===== src/rtl/hex_mmio_display.sv =====
// hex_mmio_display: memory-mapped board I/O for the hart's data bus.
// Four word registers (DATA, CTRL, LED, INPUT) drive HEX0..HEX5 and LEDR and
// expose synchronised SW/KEY. Single-cycle req/ack; all board outputs registered.
// Optional blink feature: define HEX_MMIO_DISPLAY_BLINK_EN to build the blink
// counter, phase flop and CTRL[6]; otherwise CTRL[6] reads 0 and never blanks.
module hex_mmio_display #(
  parameter logic [31:0] BASE_ADDR = 32'h0000_F000,
  parameter int unsigned BLINK_DIV = 25_000_000
) (
  input  logic        clk,
  input  logic        reset,
  input  logic        req,
  input  logic        we,
  input  logic [31:0] addr,
  input  logic [31:0] wdata,
  input  logic [3:0]  wstrb,
  output logic        ack,
  output logic [31:0] rdata,
  input  logic [9:0]  SW,
  input  logic [3:0]  KEY,
  output logic [6:0]  HEX0,
  output logic [6:0]  HEX1,
  output logic [6:0]  HEX2,
  output logic [6:0]  HEX3,
  output logic [6:0]  HEX4,
  output logic [6:0]  HEX5,
  output logic [9:0]  LEDR
);

  typedef enum logic [1:0] {
    REG_DATA  = 2'd0,
    REG_CTRL  = 2'd1,
    REG_LED   = 2'd2,
    REG_INPUT = 2'd3
  } reg_off_e;

  // Hex digit to active-low {g,f,e,d,c,b,a}
  function automatic logic [6:0] seg7(input logic [3:0] n);
    logic [6:0] s;
    case (n)
      4'h0: s = 7'h40;
      4'h1: s = 7'h79;
      4'h2: s = 7'h24;
      4'h3: s = 7'h30;
      4'h4: s = 7'h19;
      4'h5: s = 7'h12;
      4'h6: s = 7'h02;
      4'h7: s = 7'h78;
      4'h8: s = 7'h00;
      4'h9: s = 7'h10;
      4'hA: s = 7'h08;
      4'hB: s = 7'h03;
      4'hC: s = 7'h46;
      4'hD: s = 7'h21;
      4'hE: s = 7'h06;
      default: s = 7'h0E;
    endcase
    return s;
  endfunction

  // Architectural registers
  logic [23:0] data_q, data_d;
  logic [5:0]  ctrl_q, ctrl_d;
  logic [9:0]  led_q,  led_d;

  // Bus response registers
  logic        ack_q, ack_d;
  logic [31:0] rdata_q, rdata_d;

  // Two-flop synchronisers; KEY is stored inverted so 1 = pressed
  logic [9:0]  sw_s1_q, sw_s2_q;
  logic [3:0]  key_s1_q, key_s2_q;

  // Registered board outputs
  logic [6:0]  hex_q [6];
  logic [6:0]  hex_d [6];
  logic [9:0]  ledr_q;

  // Decode results
  logic        sel;
  logic        wr;
  reg_off_e    off;
  logic [31:0] rd_val;
  logic        blink_rd;
  logic        blank;

  // Inputs ignored by design (byte-lane alignment and unused data lanes)
  logic        unused_ok;
  assign unused_ok = ^{addr[1:0], wdata[31:24], wstrb[3]};

  // Address decode, read mux and register next-state from byte-strobed writes
  always_comb begin
    sel     = req && (addr[31:4] == BASE_ADDR[31:4]);
    wr      = sel && we;
    off     = reg_off_e'(addr[3:2]);
    data_d  = data_q;
    ctrl_d  = ctrl_q;
    led_d   = led_q;
    case (off)
      REG_DATA:  rd_val = {8'h00, data_q};
      REG_CTRL:  rd_val = {25'd0, blink_rd, ctrl_q};
      REG_LED:   rd_val = {22'd0, led_q};
      default:   rd_val = {12'd0, key_s2_q, 6'd0, sw_s2_q};
    endcase
    if (wr) begin
      case (off)
        REG_DATA: begin
          if (wstrb[0]) data_d[7:0]   = wdata[7:0];
          if (wstrb[1]) data_d[15:8]  = wdata[15:8];
          if (wstrb[2]) data_d[23:16] = wdata[23:16];
        end
        REG_CTRL: begin
          if (wstrb[0]) ctrl_d = wdata[5:0];
        end
        REG_LED: begin
          if (wstrb[0]) led_d[7:0] = wdata[7:0];
          if (wstrb[1]) led_d[9:8] = wdata[9:8];
        end
        default: ;
      endcase
    end
    ack_d   = sel;
    rdata_d = sel ? rd_val : '0;
  end

`ifdef HEX_MMIO_DISPLAY_BLINK_EN
  localparam int unsigned CW = (BLINK_DIV > 2) ? $clog2(BLINK_DIV) : 1;

  logic [CW-1:0] cnt_q, cnt_d;
  logic          phase_q, phase_d;
  logic          blink_q, blink_d;

  // Free-running half-period counter; phase flips on wrap, CTRL writes never touch it
  always_comb begin
    blink_d = blink_q;
    if (wr && (off == REG_CTRL) && wstrb[0]) blink_d = wdata[6];
    if (cnt_q == CW'(BLINK_DIV - 1)) begin
      cnt_d   = '0;
      phase_d = ~phase_q;
    end else begin
      cnt_d   = cnt_q + 1'b1;
      phase_d = phase_q;
    end
    blank    = blink_d && phase_d;
    blink_rd = blink_q;
  end

  // Blink state registers
  always_ff @(posedge clk) begin
    if (reset) begin
      cnt_q   <= '0;
      phase_q <= 1'b0;
      blink_q <= 1'b0;
    end else begin
      cnt_q   <= cnt_d;
      phase_q <= phase_d;
      blink_q <= blink_d;
    end
  end
`else
  // Without the blink feature, only the per-digit enables can blank a digit
  always_comb begin
    blank    = 1'b0;
    blink_rd = 1'b0;
  end
`endif

  // Next segment pattern; built from next-state registers so a write shows with its ack
  always_comb begin
    for (int unsigned i = 0; i < 6; i++) begin
      hex_d[i] = (ctrl_d[i] && !blank) ? seg7(data_d[4*i +: 4]) : 7'h7F;
    end
  end

  // Registers, bus response, synchronisers and board outputs
  always_ff @(posedge clk) begin
    if (reset) begin
      data_q   <= '0;
      ctrl_q   <= '0;
      led_q    <= '0;
      ack_q    <= 1'b0;
      rdata_q  <= '0;
      sw_s1_q  <= '0;
      sw_s2_q  <= '0;
      key_s1_q <= '0;
      key_s2_q <= '0;
      ledr_q   <= '0;
      for (int unsigned i = 0; i < 6; i++) hex_q[i] <= 7'h7F;
    end else begin
      data_q   <= data_d;
      ctrl_q   <= ctrl_d;
      led_q    <= led_d;
      ack_q    <= ack_d;
      rdata_q  <= rdata_d;
      sw_s1_q  <= SW;
      sw_s2_q  <= sw_s1_q;
      key_s1_q <= ~KEY;
      key_s2_q <= key_s1_q;
      ledr_q   <= led_d;
      for (int unsigned i = 0; i < 6; i++) hex_q[i] <= hex_d[i];
    end
  end

  assign ack   = ack_q;
  assign rdata = rdata_q;
  assign LEDR  = ledr_q;
  assign HEX0  = hex_q[0];
  assign HEX1  = hex_q[1];
  assign HEX2  = hex_q[2];
  assign HEX3  = hex_q[3];
  assign HEX4  = hex_q[4];
  assign HEX5  = hex_q[5];

endmodule

===== config.mk =====
export PLATFORM = sky130hd
export DESIGN_NAME = hex_mmio_display
export DESIGN_NICKNAME = d
export VERILOG_FILES = /design/src/rtl/hex_mmio_display.sv
export SDC_FILE = /design/constraint.sdc
export NUM_CORES = 1
export LEC_CHECK = 0
export ABC_CLOCK_PERIOD_IN_PS = 2900
export CAP_MARGIN = 20
export CORE_MARGIN = 1.5
export CORE_UTILIZATION = 40
export CTS_CLUSTER_SIZE = 16
export DETAILED_ROUTE_END_ITERATION = 10
export PLACE_DENSITY_LB_ADDON = 0.05
export RECOVER_POWER = 50
export SLEW_MARGIN = 25
export SYNTH_ARGS = -nofsm -noshare
export SYNTH_HDL_FRONTEND = slang
export SYNTH_SLANG_ARGS = --single-unit

===== constraint.sdc =====
create_clock -name clk -period 2.9 [get_ports clk]
set_clock_uncertainty 0.1 [all_clocks]
set_input_delay 0.29 -clock clk [delete_from_list [all_inputs] [get_ports clk]]
set_output_delay 0.29 -clock clk [all_outputs]
set_load 0.01 [all_outputs]

After elaboration in Yosys (flattened, before gate mapping)
Memory sizes are Yosys's and may differ from the RTL's. Cells that the tools add are included.

Register bits after elaboration: 101. Memories kept: 7. Logic and storage cells: 58. ROM bits: 672. Output and inout bits: 85. RAM bits: 42.

Muxes and demuxes: 24. Reduce and logical (&&, ||, !) cells: 6. Bitwise gates (word level): 8. Equality and inequality tests: 3.

Memory list: (no name shown) (depth 16, width 7, read ports 1, clocked after memory_dff 0, wr ports 0, line 40) `case (n)`; (no name shown) (depth 16, width 7, read ports 1, clocked after memory_dff 0, wr ports 0, line 40); (no name shown) (depth 16, width 7, read ports 1, clocked after memory_dff 0, wr ports 0, line 40); (no name shown) (depth 16, width 7, read ports 1, clocked after memory_dff 0, wr ports 0, line 40); (no name shown) (depth 16, width 7, read ports 1, clocked after memory_dff 0, wr ports 0, line 40); (no name shown) (depth 16, width 7, read ports 1, clocked after memory_dff 0, wr ports 0, line 40); +1 memories.

Operators by type and width (number): two-way mux 7 bit (12); case mux 24 bit (3 select lines) (1); two-way mux 24 bit (2); == test 28 x 12 -> 1 bit (second input constant) (1); two-way mux 8 bit (3); two-way mux 6 bit (3); OR 1 bit (6); AND reduction 3 bit (2); inverter 4 bit (1); two-way mux 1 bit (3); == test 2 x 1 -> 1 bit (second input constant) (1); == test 2 bit (second input constant) (1); logical AND 1 bit (2); logical NOT 2 bit (1); OR reduction 2 bit (1); inverter 1 bit (1).

Depth between registers and ports, before layout
Gate-level depths: netlist (run 1). An unclocked memory read counts as a cell.

Depth after elaboration: 7. Gate-level depth with buffers: 13. Mapped depth without buffers: 10.

Worst setup path before layout (run 1)
OpenSTA, ideal clock, no wires.

Kind: input port to flip-flop. Start point: in addr[22]. End point: mem hex_q[5][3]. Data required time: 2661 ps. Library setup time: 139 ps. Cell stages on the path: 12. Path buffers: 2. Setup slack: -204 ps. Data arrival time: 2865 ps. Path through: nor4b_1 nand4_2 nor3_2 buf_4 buf_4 mux2i_1 inv_1 ha_1 nand2b_1 a21oi_1 o21ai_0 o211ai_1.

RTL lines: start: declaration (line 14) `input logic [31:0] addr,`; end: declaration (line 75) `logic [6:0] hex_q [6];`.

==> impl_metrics.json, run 1 <==
{
  "status": "finished, violations left",
  "violations": "max-capacitance violations, max-slew violations",
  "ys_types": 51,
  "hp-start": "KEY[1]",
  "hpwlAfterDp_mm": 13.3,
  "die_y_um": 129,
  "hold_end": "key_s1_q[1]$_SDFF_PP0_",
  "rsz0062_at_grt": "false",
  "ys_warn_count": 0,
  "insertion_delay_ns": 0.42,
  "min_period_ns": 2.77,
  "async_reset_ff_share_pct": 0,
  "core_mm2": 0.0153,
  "r2r-start": "data_q[20]$_SDFF_PP0_",
  "postCtsSetupRepairBufs": 0,
  "area_growth_pct": 49.5,
  "clock.fmax_mhz": 361,
  "cp-start-kind": "input port",
  "crit_arrival_ns": 2.93,
  "period_share_pct": 95.4,
  "via_per_inst": 4.99,
  "hp-class": "in2reg",
  "layout_setup_ws_ns": 0.132,
  "die_x_um": 129,
  "finalSetupViolations": 0,
  "cpMaxStageDelayCell": "clkdlybuf4s50_1",
  "drt_iter0_markers": 219,
  "dr.pass1.iters": 4,
  "synth_flop_cell": "dfxtp_1",
  "cts_sinks": 135,
  "clockRootBuffer": "clkbuf_16",
  "whs_path_depth": 2,
  "wl_per_cell_um": 16.0,
  "reg2regPathDepth": 6,
  "end_kind": "flop",
  "layout_common_cells": "dfxtp_1 (135), buf_4 (97), dlygate4sd3_1 (77), clkdlybuf4s50_1 (73), mux2i_1 (69)",
  "slew_viol_final": 35,
  "maxCapViolations": 1,
  "cts_buffers": 17,
  "clockBufferDepth": 2,
  "routed_wl_mm": 17.6,
  "synth_cells": 638,
  "r2r_slack_ns": 1.30,
  "path_class": "in2reg",
  "drive_above_1_share_pct": 19.1,
  "io_buffer_count": 151,
  "synth_seq_cells": 135,
  "relSlewSlack_pct": -1.00,
  "crit_required_ns": 3.06,
  "clk_pin_slew_ns": 0.06,
  "worstPathMaxFanout": 6,
  "r2r-end": "hex_q[5][1]$_SDFF_PP1_",
  "dieArea_mm2": 0.0166,
  "vias": 5507,
  "ant_nets": 0,
  "fin_nets": 1001,
  "initial_core_util_pct": 41.3,
  "track_usage_pct": 21.8,
  "ios": 171,
  "hold_ws_ns": 0.283,
  "layout_commonest_cell": "dfxtp_1",
  "grt-ovfl-total": 0,
  "gp_congestion": 0.859,
  "p_leak_uw": 0.00384,
  "ir_worst_vdd_uv": 415,
  "pre_cts_ws_ns": -0.383,
  "slowest_delay_ns": 0.45,
  "grt_max_degree": 35,
  "synth_edf_count": 0,
  "crit_path_cell_trace": "clkdlybuf4s50_1, nor4_4, buf_4, nand4_1, nor3_4, buf_12, buf_12, mux2i_4, buf_4, ha_1, inv_1, and2_1, o221ai_1",
  "netlist_area_mm2": 0.00632,
  "row_count": 45,
  "postCtsHoldBufs": 0,
  "hold_violations": 0,
  "worst_slew_pin_slew_ns": 1.52,
  "syn-mean-instance-area_um2": 9.91,
  "p_per_area_mw_per_mm2": 447,
  "antenna_found_initial": 0,
  "h-tree-depth": 4,
  "tritoncts": "built",
  "seq_area_frac_synth_pct": 42.8,
  "grt_pass1_wl_mm": 28.0,
  "route.detailed.drc": 0,
  "fillers": 1330,
  "first_global_vias": 5462
}
-- cells by family (layout without fill, tap and decap cells) --
family / count (synthesis) / count (layout) / synth area share, %
AND/OR/NAND/NOR: 229 / 229 / 19.7
flip-flops: 135 / 135 / 42.8
multiplexers: 91 / 91 / 15.8
AO/OA/AOI/OAI: 82 / 82 / 9.54
buffers and inverters: 58 / 305 / 4.26
adder cells (fa/ha/maj): 36 / 36 / 7.13
XOR/XNOR: 6 / 6 / 0.831
other: 1 / 9 / 0.0593
-- critical path: cells and delay by family --
| family | cells | cell delay (ns) |
|---|---|---|
| AO/OA/AOI/OAI | 1 | 0.17 |
| multiplexers | 1 | 0.22 |
| buffers and inverters | 6 | 1.13 |
| AND/OR/NAND/NOR | 4 | 0.90 |
| adder cells (fa/ha/maj) | 1 | 0.23 |
-- registers in the layout (all words and copies together), names as in the netlist --
register	cells
LEDR	10
ack	1
ctrl_q	6
data_q	24
hex_q	42
key_s1_q	4
key_s2_q	4
rdata	24
sw_s1_q	10
sw_s2_q	10
-- through the flow --
step	power (uW)	utilization [%]	cell area (um^2)	std cells	TNS (ns)
after global placement	2140	57.5	8800	1071	-9.88
after global routing	4340	61.7	9450	1103	0
after floorplan	2000	-	6420	645	-0.106
after CTS	4250	61.3	9390	1103	0
final	4220	61.7	9450	1104	0
after detailed placement	2140	57.5	8800	1071	-11.88
-- layer usage --
| metal | vias up | GRT usage, % | part of all wire [%] |
|---|---|---|---|
| met4 | 0 | 7.34 | 1.5 |
| met3 | 21 | 5.32 | 6.3 |
| met1 | 2612 | 28.7 | 46 |
| li1 | 2730 | - | - |
| met5 | - | 0 | 0 |
| met2 | 144 | 35.0 | 46 |
-- final cells by class --
type,count,area [um^2],share of cell area [%]
clock inverters,6,62.6,0.662
diodes,1,2.50,0.0265
flip-flops and latches,135,2700,28.6
well taps,211,264,2.79
inverters,20,75.1,0.794
multi-input cells,452,3510,37.2
clock buffers,26,529,5.60
repair buffers,253,2300,24.3
-- how the worst max path moves through the flow --
stage	start	cells past startpoint	to
global placement	addr[24]	12	hex_q[3][3]$_SDFF_PP1_
floorplan	addr[22]	10	hex_q[1][6]$_SDFF_PP1_
detailed placement	addr[7]	12	hex_q[3][3]$_SDFF_PP1_
finish	addr[8]	13	hex_q[5][1]$_SDFF_PP1_
global route	addr[14]	14	hex_q[0][3]$_SDFF_PP1_
CTS	addr[7]	13	hex_q[2][6]$_SDFF_PP1_
-- power breakdown --
group | leakage [uW] | internal, uW | total (uW) | switching [uW]
clock | 0.000285 | 1340 | 2120 | 781
sequential | 0.00109 | 1870 | 1880 | 3.78
combinational | 0.00246 | 130 | 228 | 98.0
-- synth_stat cells, drive strengths merged (9+ instances only) --
cell,number,share of area [%]
a21oi,13,1.0
and3,12,1.2
buf,20,2.0
clkbuf,18,1.1
dfxtp,135,43
ha,36,7.1
inv,20,1.2
mux2,9,1.6
mux2i,76,12
nand2,28,1.7
nand2b,19,1.9
nand3,12,0.95
nor2,69,4.2
nor2b,48,4.8
o221ai,17,2.4
o311ai,13,1.8
-- what timing repair did --
action                                 4_1_cts  5_1_grt
resized for setup                            0       11
endpoints found under the hold margin        0        0
setup endpoints to repair                    0       26
(Power assumes the default switching activity.)
==> run 2, diff against run 1 <==
Settings changed: ABC_CLOCK_PERIOD_IN_PS 2900 to 3380.
Clock period 2.9 ns to 3.38 ns, I/O delays scaled along.
==> run 2 against run 1 <==
  * The run still ends with max-capacitance violations, max-slew violations left
  * Sequential share of layout area up 1.7 points
  * Global-route usage shrank 1.1 points
  * Routed wire length is 5.2% lower
  * First-iteration DRC count increased by 23%
  * Sequential power shrank 14%
  * Core utilization down 3.5 points
  * Critical path type unchanged
  * Highest routed layer unchanged
==> impl_metrics.json, run 2 (synthesis gave the netlist of run 1 again) <==
{
  "layout_commonest_cell": "dfxtp_1",
  "dr.pass1.iters": 4,
  "p_per_area_mw_per_mm2": 406,
  "n_antenna_cell": 0,
  "top_register": "hex_q",
  "path_buf_inv": 5,
  "min_period_ns": 2.81,
  "grt_max_degree": 38,
  "vias": 5244,
  "largest_reg_flops": 42,
  "relSlewSlack_pct": -4.78,
  "postCtsHoldBufs": 0,
  "p_leak_uw": 0.00356,
  "io_buffer_count": 151,
  "fin_setup_tns_ns": 0,
  "hold_ws_ns": 0.336,
  "crit_required_ns": 3.56,
  "wl_per_cell_um": 15.9,
  "layout_common_cells": "dfxtp_1 (135), dlygate4sd3_1 (77), mux2i_1 (76), clkdlybuf4s50_1 (73), nor2_1 (67)",
  "clockBufferDepth": 2,
  "layout_setup_ws_ns": 0.569,
  "clockRootBuffer": "clkbuf_16",
  "end_kind": "flop",
  "ant_nets": 0,
  "clk_pin_slew_ns": 0.06,
  "cp-start-kind": "input port",
  "cts_buffers": 17,
  "hpwlAfterDp_mm": 12.5,
  "core_mm2": 0.0153,
  "pre_cts_ws_ns": 0.169,
  "ios": 171,
  "fin_nets": 950,
  "grt-ovfl-total": 0,
  "grt_pass1_wl_mm": 26.5,
  "cts_sinks": 135,
  "postCtsSetupRepairBufs": 0,
  "cts_resized": 0,
  "slew_viol_final": 37,
  "insertion_delay_ns": 0.42,
  "maxCapViolations": 1,
  "slowest_delay_ns": 0.40,
  "via_per_inst": 4.98,
  "period_share_pct": 83.2,
  "finalSetupViolations": 0,
  "worst_slew_pin_slew_ns": 1.57,
  "track_usage_pct": 20.6,
  "rsz0062_at_grt": "false",
  "dieArea_mm2": 0.0166,
  "tritoncts": "built",
  "crit_arrival_ns": 2.99,
  "antenna_found_initial": 0,
  "clock.fmax_mhz": 356,
  "gp_congestion": 0.839,
  "drt_iter0_markers": 270,
  "cpMaxStageDelayCell": "clkdlybuf4s50_1",
  "crit_path_cell_trace": "clkdlybuf4s50_1, nor4_1, nand4_1, clkbuf_1, nor3_4, buf_12, mux2i_1, buf_4, inv_1, ha_1, nand2b_1, a21oi_1, o21ai_0, o211ai_1",
  "initial_core_util_pct": 41.3,
  "violations": "max-capacitance violations, max-slew violations",
  "first_global_vias": 5154,
  "hold_violations": 0,
  "h-tree-depth": 4,
  "worstPathMaxFanout": 13,
  "drive_above_1_share_pct": 12.2,
  "routed_wl_mm": 16.7,
  "hp-class": "reg2reg",
  "die_x_um": 129,
  "route.detailed.drc": 0,
  "row_count": 45,
  "ir_worst_vdd_uv": 415,
  "crit_family": "buffers and inverters",
  "path_class": "in2reg",
  "die_y_um": 129,
  "status": "finished, violations left",
  "area_growth_pct": 41.1
}
==> run 2: final cells by class <==
cell class / count / area [um^2]
sequential: 135 / 2700
clock inverter: 10 / 128
timing repair buffer: 202 / 1910
multi-input combinational: 452 / 3390
fill: 1352 / 6400
tap: 211 / 264
clock buffer: 22 / 454
inverter: 20 / 75.1
==> run 2: metrics by stage <==
step                      cell area (um^2)  utilization (%)  std cells  power (uW)
after floorplan                       6350                -        645        1720
after global placement                8340             54.5       1020        1830
after detailed placement              8340             54.5       1020        1830
after CTS                             8920             58.3       1052        3660
after global routing                  8920             58.2       1052        3750
final                                 8920             58.2       1052        3620
==> run 2: routing by layer <==
metal / share of wire [%] / track usage (%)
met1: 49 / 27.6
met2: 45 / 33.4
met5: 0 / 0
met3: 4.9 / 5.20
met4: 1.1 / 5.22
==> run 2: power breakdown <==
part | internal (uW) | switching [uW]
sequential | 1610 | 3.24
combinational | 106 | 76.3
clock | 1170 | 660
total | 2880 | 740
==> run 2: path summary, 6_finish.rpt <==
path / startpoint / endpoint / slack, ns / cells after the start
worst max-delay path: addr[7] / hex_q[4][3]$_SDFF_PP1_ / 0.57 / 14
worst min-delay path: sw_s1_q[9]$_SDFF_PP0_ / sw_s2_q[9]$_SDFF_PP0_ / 0.34 / 1
worst max register to register: data_q[16]$_SDFF_PP0_ / hex_q[4][3]$_SDFF_PP1_ / 1.76 / 7
worst min register to register: sw_s1_q[9]$_SDFF_PP0_ / sw_s2_q[9]$_SDFF_PP0_ / 0.34 / 1
==> run 3, diff against run 2 <==
Settings changed: ABC_CLOCK_PERIOD_IN_PS 3380 to 2650.
Clock period 3.38 ns to 2.65 ns, I/O delays scaled along.
==> run 3 against run 2 <==
  * The run still ends with max-capacitance violations, max-slew violations left
  * Total power increased by 28%
  * Sequential power up 27%
  * Sequential share of layout area fell by 2.9 points
  * Worst hold slack worse by 0.066 ns
  * Critical path depth decreased by 2
==> impl_metrics.json, run 3 (synthesis gave the netlist of run 1 again) <==
{
  "p_per_area_mw_per_mm2": 470,
  "worstPathMaxFanout": 6,
  "wl_per_cell_um": 16.0,
  "finalSetupViolations": 0,
  "post_dp_cell_area_mm2": 0.00903,
  "maxCapViolations": 1,
  "crit_path_cell_trace": "clkdlybuf4s50_1, nor4_2, buf_4, nand4_1, buf_6, nor4_4, buf_12, mux2i_4, inv_2, ha_2, mux2_2, a2bb2oi_1",
  "ant_nets": 0,
  "cpMaxStageDelayCell": "clkdlybuf4s50_1",
  "period_share_pct": 95.5,
  "r2r-end": "hex_q[3][3]$_SDFF_PP1_",
  "path_class": "in2reg",
  "dr.pass1.iters": 4,
  "track_usage_pct": 22.2,
  "vias": 5634,
  "row_count": 45,
  "cts_sinks": 135,
  "crit_start": "addr[24]",
  "antenna_found_initial": 0,
  "core_mm2": 0.0153,
  "violations": "max-capacitance violations, max-slew violations",
  "tritoncts": "built",
  "insertion_delay_ns": 0.41,
  "io_buffer_count": 151,
  "largest_reg_flops": 42,
  "dieArea_mm2": 0.0166,
  "gp_congestion": 0.931,
  "slew_viol_final": 38,
  "h-tree-depth": 4,
  "initial_core_util_pct": 41.3,
  "clock.fmax_mhz": 395,
  "clockBufferDepth": 2,
  "area_growth_pct": 55.8,
  "top_register": "hex_q",
  "ios": 171,
  "dpl.cell_count": 1082,
  "grt_pass1_wl_mm": 28.7,
  "die_x_um": 129,
  "fin_util_pct": 64.3,
  "end_kind": "flop",
  "cp-start-kind": "input port",
  "clockRootBuffer": "clkbuf_16",
  "crit_path_end": "hex_q[3][3]$_SDFF_PP1_",
  "crit_required_ns": 2.85,
  "slowest_delay_ns": 0.41,
  "ir_worst_vdd_uv": 425,
  "layout_common_cells": "dfxtp_1 (135), buf_4 (108), dlygate4sd3_1 (77), nor2_1 (66), mux2i_1 (63)",
  "status": "finished, violations left",
  "fin_setup_tns_ns": 0,
  "n_antenna_cell": 0,
  "via_per_inst": 5.03,
  "fin_cells": 1120,
  "die_y_um": 129,
  "fin_area_mm2": 0.00985,
  "crit_arrival_ns": 2.73,
  "reg2regPathDepth": 6,
  "drt_iter0_markers": 374,
  "clk_pin_slew_ns": 0.05,
  "layout_commonest_cell": "dfxtp_1",
  "r2r_slack_ns": 1.04,
  "fin_nets": 1019,
  "grt_max_degree": 38,
  "cts_buffers": 17,
  "first_global_vias": 5675,
  "routed_wl_mm": 18.0,
  "drive_above_1_share_pct": 23.3,
  "route.detailed.drc": 0,
  "worst_slew_pin_slew_ns": 1.60,
  "total_power_uw": 4630,
  "relSlewSlack_pct": -6.91,
  "grt-ovfl-total": 0,
  "p_leak_uw": 0.00415,
  "postCtsHoldBufs": 0,
  "hp-class": "in2reg",
  "hpwlAfterDp_mm": 13.4,
  "fillers": 1289,
  "hold_violations": 0,
  "min_period_ns": 2.53,
  "r2r-start": "data_q[12]$_SDFF_PP0_"
}
## run 3: cell count changes in the layout (fill, tap and decap cells not counted), moves of 6 or more
cell | previous run | this run
buf_4 | 47 | 108
buf_6 | 0 | 7
clkdlybuf4s50_1 | 73 | 53
dlymetal6s2s_1 | 0 | 20
ha_1 | 36 | 26
ha_2 | 0 | 8
inv_1 | 20 | 14
inv_2 | 0 | 6
mux2i_1 | 76 | 63
mux2i_4 | 0 | 12
## run 3: what timing repair did
item | in CTS | in global routing
setup endpoints to repair | 14 | 37
resized for setup | 15 | 41
setup buffers | 3 | 4
pin swaps | 3 | 13
## run 3: worst min path at each step
| stage | from | to | slack, ns | depth (start not counted) |
|---|---|---|---|---|
| after floorplan | KEY[3] | key_s1_q[3]$_SDFF_PP0_ | 0.23 | 1 |
| after global placement | sw_s1_q[7]$_SDFF_PP0_ | sw_s2_q[7]$_SDFF_PP0_ | 0.32 | 1 |
| after detailed placement | sw_s1_q[2]$_SDFF_PP0_ | sw_s2_q[2]$_SDFF_PP0_ | 0.32 | 1 |
| after CTS | KEY[0] | key_s1_q[0]$_SDFF_PP0_ | 0.25 | 2 |
| after global routing | KEY[0] | key_s1_q[0]$_SDFF_PP0_ | 0.28 | 2 |
| final | KEY[0] | key_s1_q[0]$_SDFF_PP0_ | 0.27 | 2 |
## run 3: through the flow
stage | setup WS, ns | hold slack [ns]
global placement | -0.560 | 0.320
detailed placement | -0.561 | 0.323
finish | 0.118 | 0.270
global route | -0.00562 | 0.283
floorplan | -0.0212 | 0.232
CTS | 0.00892 | 0.254
## run 3: layout make-up
type / count / area [um^2] / share of cell area [%]
Tap cell: 211 / 264 / 2.68
Clock inverter: 8 / 96.3 / 0.978
Timing Repair Buffer: 271 / 2530 / 25.7
Sequential cell: 135 / 2700 / 27.4
Clock buffer: 23 / 488 / 4.95
Inverter: 20 / 75.1 / 0.762
Multi-Input combinational cell: 452 / 3690 / 37.5
## run 3: metal layers
layer	vias to the layer above	track usage [%]	wire length, um
met5	-	0	0
met1	2665	27.2	7800
li1	2768	-	-
met4	0	6.48	201
met2	182	37.8	8680
met3	19	6.40	1280
## run 3: worst max-delay path: cells and delay by family
kind	cells	cell delay, ns
buffers and inverters	5	1.00
AO/OA/AOI/OAI	1	0.15
adder cells (fa/ha/maj)	1	0.18
multiplexers	2	0.56
AND/OR/NAND/NOR	3	0.58
## run 3: power by group
part	switching, uW	total (uW)	internal (uW)	leakage, uW
logic	113	256	143	0.00277
registers	4.47	2050	2050	0.00109
clock network	844	2320	1470	0.000289
total	961	4630	3670	0.00415
